--- config.mk ---
export PLATFORM = sky130hd
export DESIGN_NAME = pipelined_addsub
export DESIGN_NICKNAME = d
export VERILOG_FILES = /design/src/rtl/pipelined_addsub.sv
export SDC_FILE = /design/constraint.sdc
export NUM_CORES = 1
export LEC_CHECK = 0
export BUFFER_PORTS_ARGS = -buffer_cell sky130_fd_sc_hd__buf_4
export CAP_MARGIN = 30
export CORE_MARGIN = 2
export CORE_UTILIZATION = 64
export CTS_BUF_LIST = sky130_fd_sc_hd__clkbuf_8
export CTS_CLUSTER_SIZE = 20
export DETAILED_ROUTE_END_ITERATION = 16
export GPL_TIMING_DRIVEN = 0
export PLACE_DENSITY_LB_ADDON = 0.2
export REMOVE_ABC_BUFFERS = 1
export SLEW_MARGIN = 0
export SYNTH_ARGS = -nofsm -noshare
export SYNTH_HDL_FRONTEND = slang
export SYNTH_SLANG_ARGS = --single-unit
export TNS_END_PERCENT = 1
--- constraint.sdc ---
create_clock -name clk -period 7.13 [get_ports clk]
set_input_delay 0.713 -clock clk [delete_from_list [all_inputs] [get_ports clk]]
set_output_delay 0.713 -clock clk [all_outputs]
set_load 0.05 [all_outputs]
--- src/rtl/pipelined_addsub.sv ---
// WIDTH-bit pipelined add/subtract: STAGES carry-ripple chunks of WIDTH/STAGES bits, registered between chunks.
// Optional SATURATE_EN: on signed overflow the result clamps to the signed limit (ovf/cout stay raw).

module pipelined_addsub_stage #(
    parameter int WIDTH = 16,
    parameter int CW    = 4,
    parameter int IDX   = 0,
    parameter bit LAST  = 1'b0
) (
    input  logic             clk,
    input  logic             rst,
    input  logic             en_i,
    input  logic             v_i,
    input  logic             c_i,
    input  logic [WIDTH-1:0] a_i,
    input  logic [WIDTH-1:0] b_i,
    input  logic [WIDTH-1:0] s_i,
    output logic             v_o,
    output logic             c_o,
    output logic             ovf_o,
    output logic [WIDTH-1:0] a_o,
    output logic [WIDTH-1:0] b_o,
    output logic [WIDTH-1:0] s_o
);
    logic [CW:0]      chunk;
    logic [WIDTH-1:0] s_d;
    logic             ovf_d;
    logic             v_q, c_q, ovf_q;
    logic [WIDTH-1:0] a_q, b_q, s_q;

    always_comb begin
        chunk = {1'b0, a_i[IDX*CW +: CW]} + {1'b0, b_i[IDX*CW +: CW]} + {{CW{1'b0}}, c_i};
        s_d   = s_i;
        s_d[IDX*CW +: CW] = chunk[CW-1:0];
        ovf_d = 1'b0;
        if (LAST) begin
            // carry into the MSB is recovered from the MSB sum bit and its operand bits
            ovf_d = a_i[WIDTH-1] ^ b_i[WIDTH-1] ^ chunk[CW-1] ^ chunk[CW];
`ifdef SATURATE_EN
            if (ovf_d)
                s_d = a_i[WIDTH-1] ? {1'b1, {(WIDTH-1){1'b0}}} : {1'b0, {(WIDTH-1){1'b1}}};
`endif
        end
    end

    always_ff @(posedge clk or posedge rst) begin
        if (rst) begin
            v_q   <= 1'b0;
            c_q   <= 1'b0;
            ovf_q <= 1'b0;
            a_q   <= '0;
            b_q   <= '0;
            s_q   <= '0;
        end else if (en_i) begin
            v_q   <= v_i;
            c_q   <= chunk[CW];
            ovf_q <= ovf_d;
            a_q   <= a_i;
            b_q   <= b_i;
            s_q   <= s_d;
        end
    end

    assign v_o   = v_q;
    assign c_o   = c_q;
    assign ovf_o = ovf_q;
    assign a_o   = a_q;
    assign b_o   = b_q;
    assign s_o   = s_q;
endmodule

module pipelined_addsub #(
    parameter int WIDTH  = 16,
    parameter int STAGES = 4
) (
    input  logic             clk,
    input  logic             rst,
    input  logic             in_valid,
    output logic             in_ready,
    input  logic [WIDTH-1:0] a,
    input  logic [WIDTH-1:0] b,
    input  logic             cin,
    input  logic             sub,
    output logic             out_valid,
    input  logic             out_ready,
    output logic [WIDTH-1:0] sum,
    output logic             cout,
    output logic             ovf
);
    localparam int CW = WIDTH / STAGES;

    logic [STAGES:0][WIDTH-1:0] a_p, b_p, s_p;
    logic [STAGES:0]            v_p, c_p;
    logic [STAGES-1:0]          ovf_p;
    logic                       stall;

    // a stalled output freezes the whole pipe; bubbles are never squeezed out
    assign stall    = out_valid & ~out_ready;
    assign in_ready = ~stall;

    assign v_p[0] = in_valid;
    assign c_p[0] = cin ^ sub;
    assign a_p[0] = a;
    assign b_p[0] = b ^ {WIDTH{sub}};
    assign s_p[0] = '0;

    genvar k;
    generate
        for (k = 0; k < STAGES; k++) begin : g_stg
            pipelined_addsub_stage #(
                .WIDTH(WIDTH),
                .CW   (CW),
                .IDX  (k),
                .LAST (k == STAGES-1)
            ) u_stg (
                .clk  (clk),
                .rst  (rst),
                .en_i (~stall),
                .v_i  (v_p[k]),
                .c_i  (c_p[k]),
                .a_i  (a_p[k]),
                .b_i  (b_p[k]),
                .s_i  (s_p[k]),
                .v_o  (v_p[k+1]),
                .c_o  (c_p[k+1]),
                .ovf_o(ovf_p[k]),
                .a_o  (a_p[k+1]),
                .b_o  (b_p[k+1]),
                .s_o  (s_p[k+1])
            );
        end
    endgenerate

    assign out_valid = v_p[STAGES];
    assign sum       = s_p[STAGES];
    assign cout      = c_p[STAGES];
    assign ovf       = ovf_p[STAGES-1];
endmodule

==> impl_metrics.csv <==
group,metric,value,unit
status,result_of_the_run,"complete, no violations",
critical_path,path_class,"in -> out",
synthesis,synth.largest_area_cell,"dfrtp_1",
clocking,clk_pin_slew,0.08,ns
floorplanning,pin_count,58,
critical_path,worst_reg_to_reg_setup_slack,4.78,ns
pwr,sw_frac_of_total,39.7,%
sta,slew_violations,0,
cells_and_area,nNetsFinal,565,
job,timing.max_cap.violations,0,
clocking,clockBufferDepth,2,
floorplanning,fp.dieArea,0.00738,mm^2
critical_path,critical_path.endpoint_type,"output pin",
synthesis,ys.warnings.count,0,
critical_path,worst_setup_path_start_kind,"input port",
cells_and_area,layout.cells.most_common,"nand2_1",
floorplanning,die_width,85.9,um
cells_and_area,mostFrequentLayoutCells,"nand2_1, dfrtp_1, buf_4",
grt,antenna_violations_before_repair,0,
critical_path,critPathArrivalTime,2.70,ns
grt,first_pass_grt_wire_length,13100,um
pwr,power.switching,0.913,mW
pwr,p_leak,2.63,nW
worst_hold_path,holdCritPathClass,"in -> async",
pwr,power_frac_comb,41.1,%
critical_path,cp_data_required_time,6.42,ns
floorplanning,coreArea,0.00642,mm^2
synthesis,yosys_register_bits,97,
synthesis,synth_cell_types,20,
drt,post_drt_via_cell_ratio,5.07,
synthesis,synthCells,458,
pwr,seq_power_share,40.6,%
grt,groute.usage.overall,22.8,%
placement,globalplace.congestion,0.747,
grt,grt_overflow,0,
synthesis,synthesized_cell_area,0.00429,mm^2
sta,fin_ws,3.71,ns
clocking,cts_num_sinks,97,
grt,first_global_vias,2980,
pwr,cellInternalPower,1.39,mW
cells_and_area,post_route_cells_drive_above_1_share,15.6,%
floorplanning,floorplan.die.height,85.9,um
drt,route.vias.total,2987,
cells_and_area,area_added_between_synthesis_and_finish,16.8,%
clocking,post_cts_resize_count,0,
critical_path,ff2ff_path_depth,7,
drt,drt_drc_violations_left,0,
sta,clock.fmax,293,MHz
clocking,cts_inserted_buffers,9,
drt,antenna_left,0,
synthesis,post-synth-top-area-fraction,56.5,%
cells_and_area,num-fill-cells,435,
clocking,cts_hold_buf,0,
floorplanning,initial_core_utilization,66.8,%
cells_and_area,post-route-util,78.1,%
clocking,ctsHtreeMaxLevel,3,
floorplanning,placementRows,29,
synthesis,ys_seq_area_share,56.5,%
grt,grt_start_max_net_pins,61,
placement,post_place_cell_area,0.00477,mm^2
clocking,worst_skew_pair.late_latency,0.35,ns
clocking,cts_setup_buffers,0,
cells_and_area,antenna_fix_cells,0,
clocking,tritoncts,"done",
cells_and_area,layout.cell_area.non_filler,0.00501,mm^2
placement,hpwlAfterDp,4930,um
pwr,clock_power_share,18.3,%
drt,number_of_drc_markers_after_the_initial_detailed_route_iteration,156,
sta,finalSetupViolations,0,
placement,pre_cts_slack,3.71,ns
sta,fin_worst_skew,0.0103,ns
clocking,cts_root_buffer,"clkbuf_8",
drt,firstDrtPassIters,6,
drt,wl_per_instance,12.7,um
synthesis,synth_area_per_cell,9.37,um^2
placement,port_buffers,57,
drt,routed_wl,7490,um
pwr,max_ir_drop_vdd,259,uV
sta,finalHoldViolations,0,
sta,rsz0062_at_grt,"false",
sta,worst_slew_pin_slew,0.777,ns
sta,period_share,47.9,%
pwr,power_per_cell_area,459,mW/mm^2
critical_path,timing.critical_path.fanout_max,47,
sta,period_needed,3.42,ns
sta,setup-tns-final,0,ns
sta,timing.slew.headroom,48.1,%
synthesis,yosys-top-cells-area,"dfrtp_1, nand2_1, fa_1",
cells in the mapped netlist:
master	instances
a21oi_2	1
clkbuf_1	1
ha_1	12
nand2b_1	2
fa_1	8
buf_2	14
a21oi_1	14
nor2_1	16
o21ai_0	24
nor2b_1	2
inv_2	1
a21o_1	5
inv_1	11
buf_4	5
buf_6	3
nor2b_4	1
dfrtp_1	97
xor2_1	13
xnor2_1	12
nand2_1	216
cells by family (layout without fill, tap and decap cells):
logic type      Yosys count  count (layout)  share of synthesized area (%)
compound gates           44              44                           5.51
xor+xnor                 25              25                           5.10
fa+ha+maj                20              20                           7.23
buf+inv                  35              89                           4.43
flops                    97              97                           56.5
simple gates            237             237                           21.2
sequential cells by signal, summed over array words and instances (netlist names):
signal / cells
g_stg.u_stg.c_o: 4
g_stg.u_stg.s_o: 40
g_stg.u_stg.v_o: 4
g_stg.u_stg.b_o: 24
g_stg.u_stg.a_o: 24
g_stg.u_stg.ovf_o: 1
through the flow:
stage	total power, mW	hold slack [ns]	std cells
after global placement	1.80	0.440	569
final	2.30	0.390	589
after CTS	2.32	0.389	589
after detailed placement	1.89	0.449	573
after floorplan	1.60	0.430	435
after global routing	2.48	0.411	589
worst paths after layout:
kind / start / endpoint
max in group asynchronous: rst / g_stg[2].u_stg.s_o[11]$_DFFE_PP0N_
worst min register to register: g_stg[2].u_stg.v_o$_DFFE_PP0N_ / g_stg[2].u_stg.v_o$_DFFE_PP0N_
worst max-delay path: out_ready / in_ready
min in group clk: g_stg[2].u_stg.v_o$_DFFE_PP0N_ / g_stg[2].u_stg.v_o$_DFFE_PP0N_
worst min-delay path: rst / g_stg[0].u_stg.a_o[5]$_DFFE_PP0N_
worst max register to register: g_stg[3].u_stg.v_o$_DFFE_PP0N_ / g_stg[3].u_stg.s_o[14]$_DFFE_PP0N_
critical path: stages:
cell and delay, ns:
buf_4 0.12, nor2b_4 0.52, buf_12 0.30, buf_16 0.20, inv_2 0.31, buf_12 0.31
buf_4 0.21
per-layer routing:
layer	part of all wire, %	vias up	track usage (%)
li1	-	1509	-
met1	42	1415	28.1
met2	52	53	39.7
met3	4.2	10	5.39
met4	1.4	0	7.50
met5	0	-	0
area by class of cell:
class                   instances  area [um^2]  share of cell area (%)
clock inverters                 6          106                    2.12
clock buffers                  10          138                    2.75
well taps                      77         96.3                    1.92
flip-flops and latches         97         2430                    48.4
multi-input cells             326         1680                    33.4
inverters                      12         47.5                   0.948
repair buffers                 61          523                    10.4
power by group through the flow:
stage | Sequential, mW | Clock, mW | Combinational (mW)
2_1_floorplan | 1.10 | 0 | 0.503
3_3_place_gp | 0.928 | 0 | 0.874
3_5_place_dp | 0.945 | 0 | 0.942
4_1_cts | 0.936 | 0.428 | 0.960
5_1_grt | 0.964 | 0.453 | 1.07
6_report | 0.934 | 0.421 | 0.945
Power figures use the tool's default switching activity.
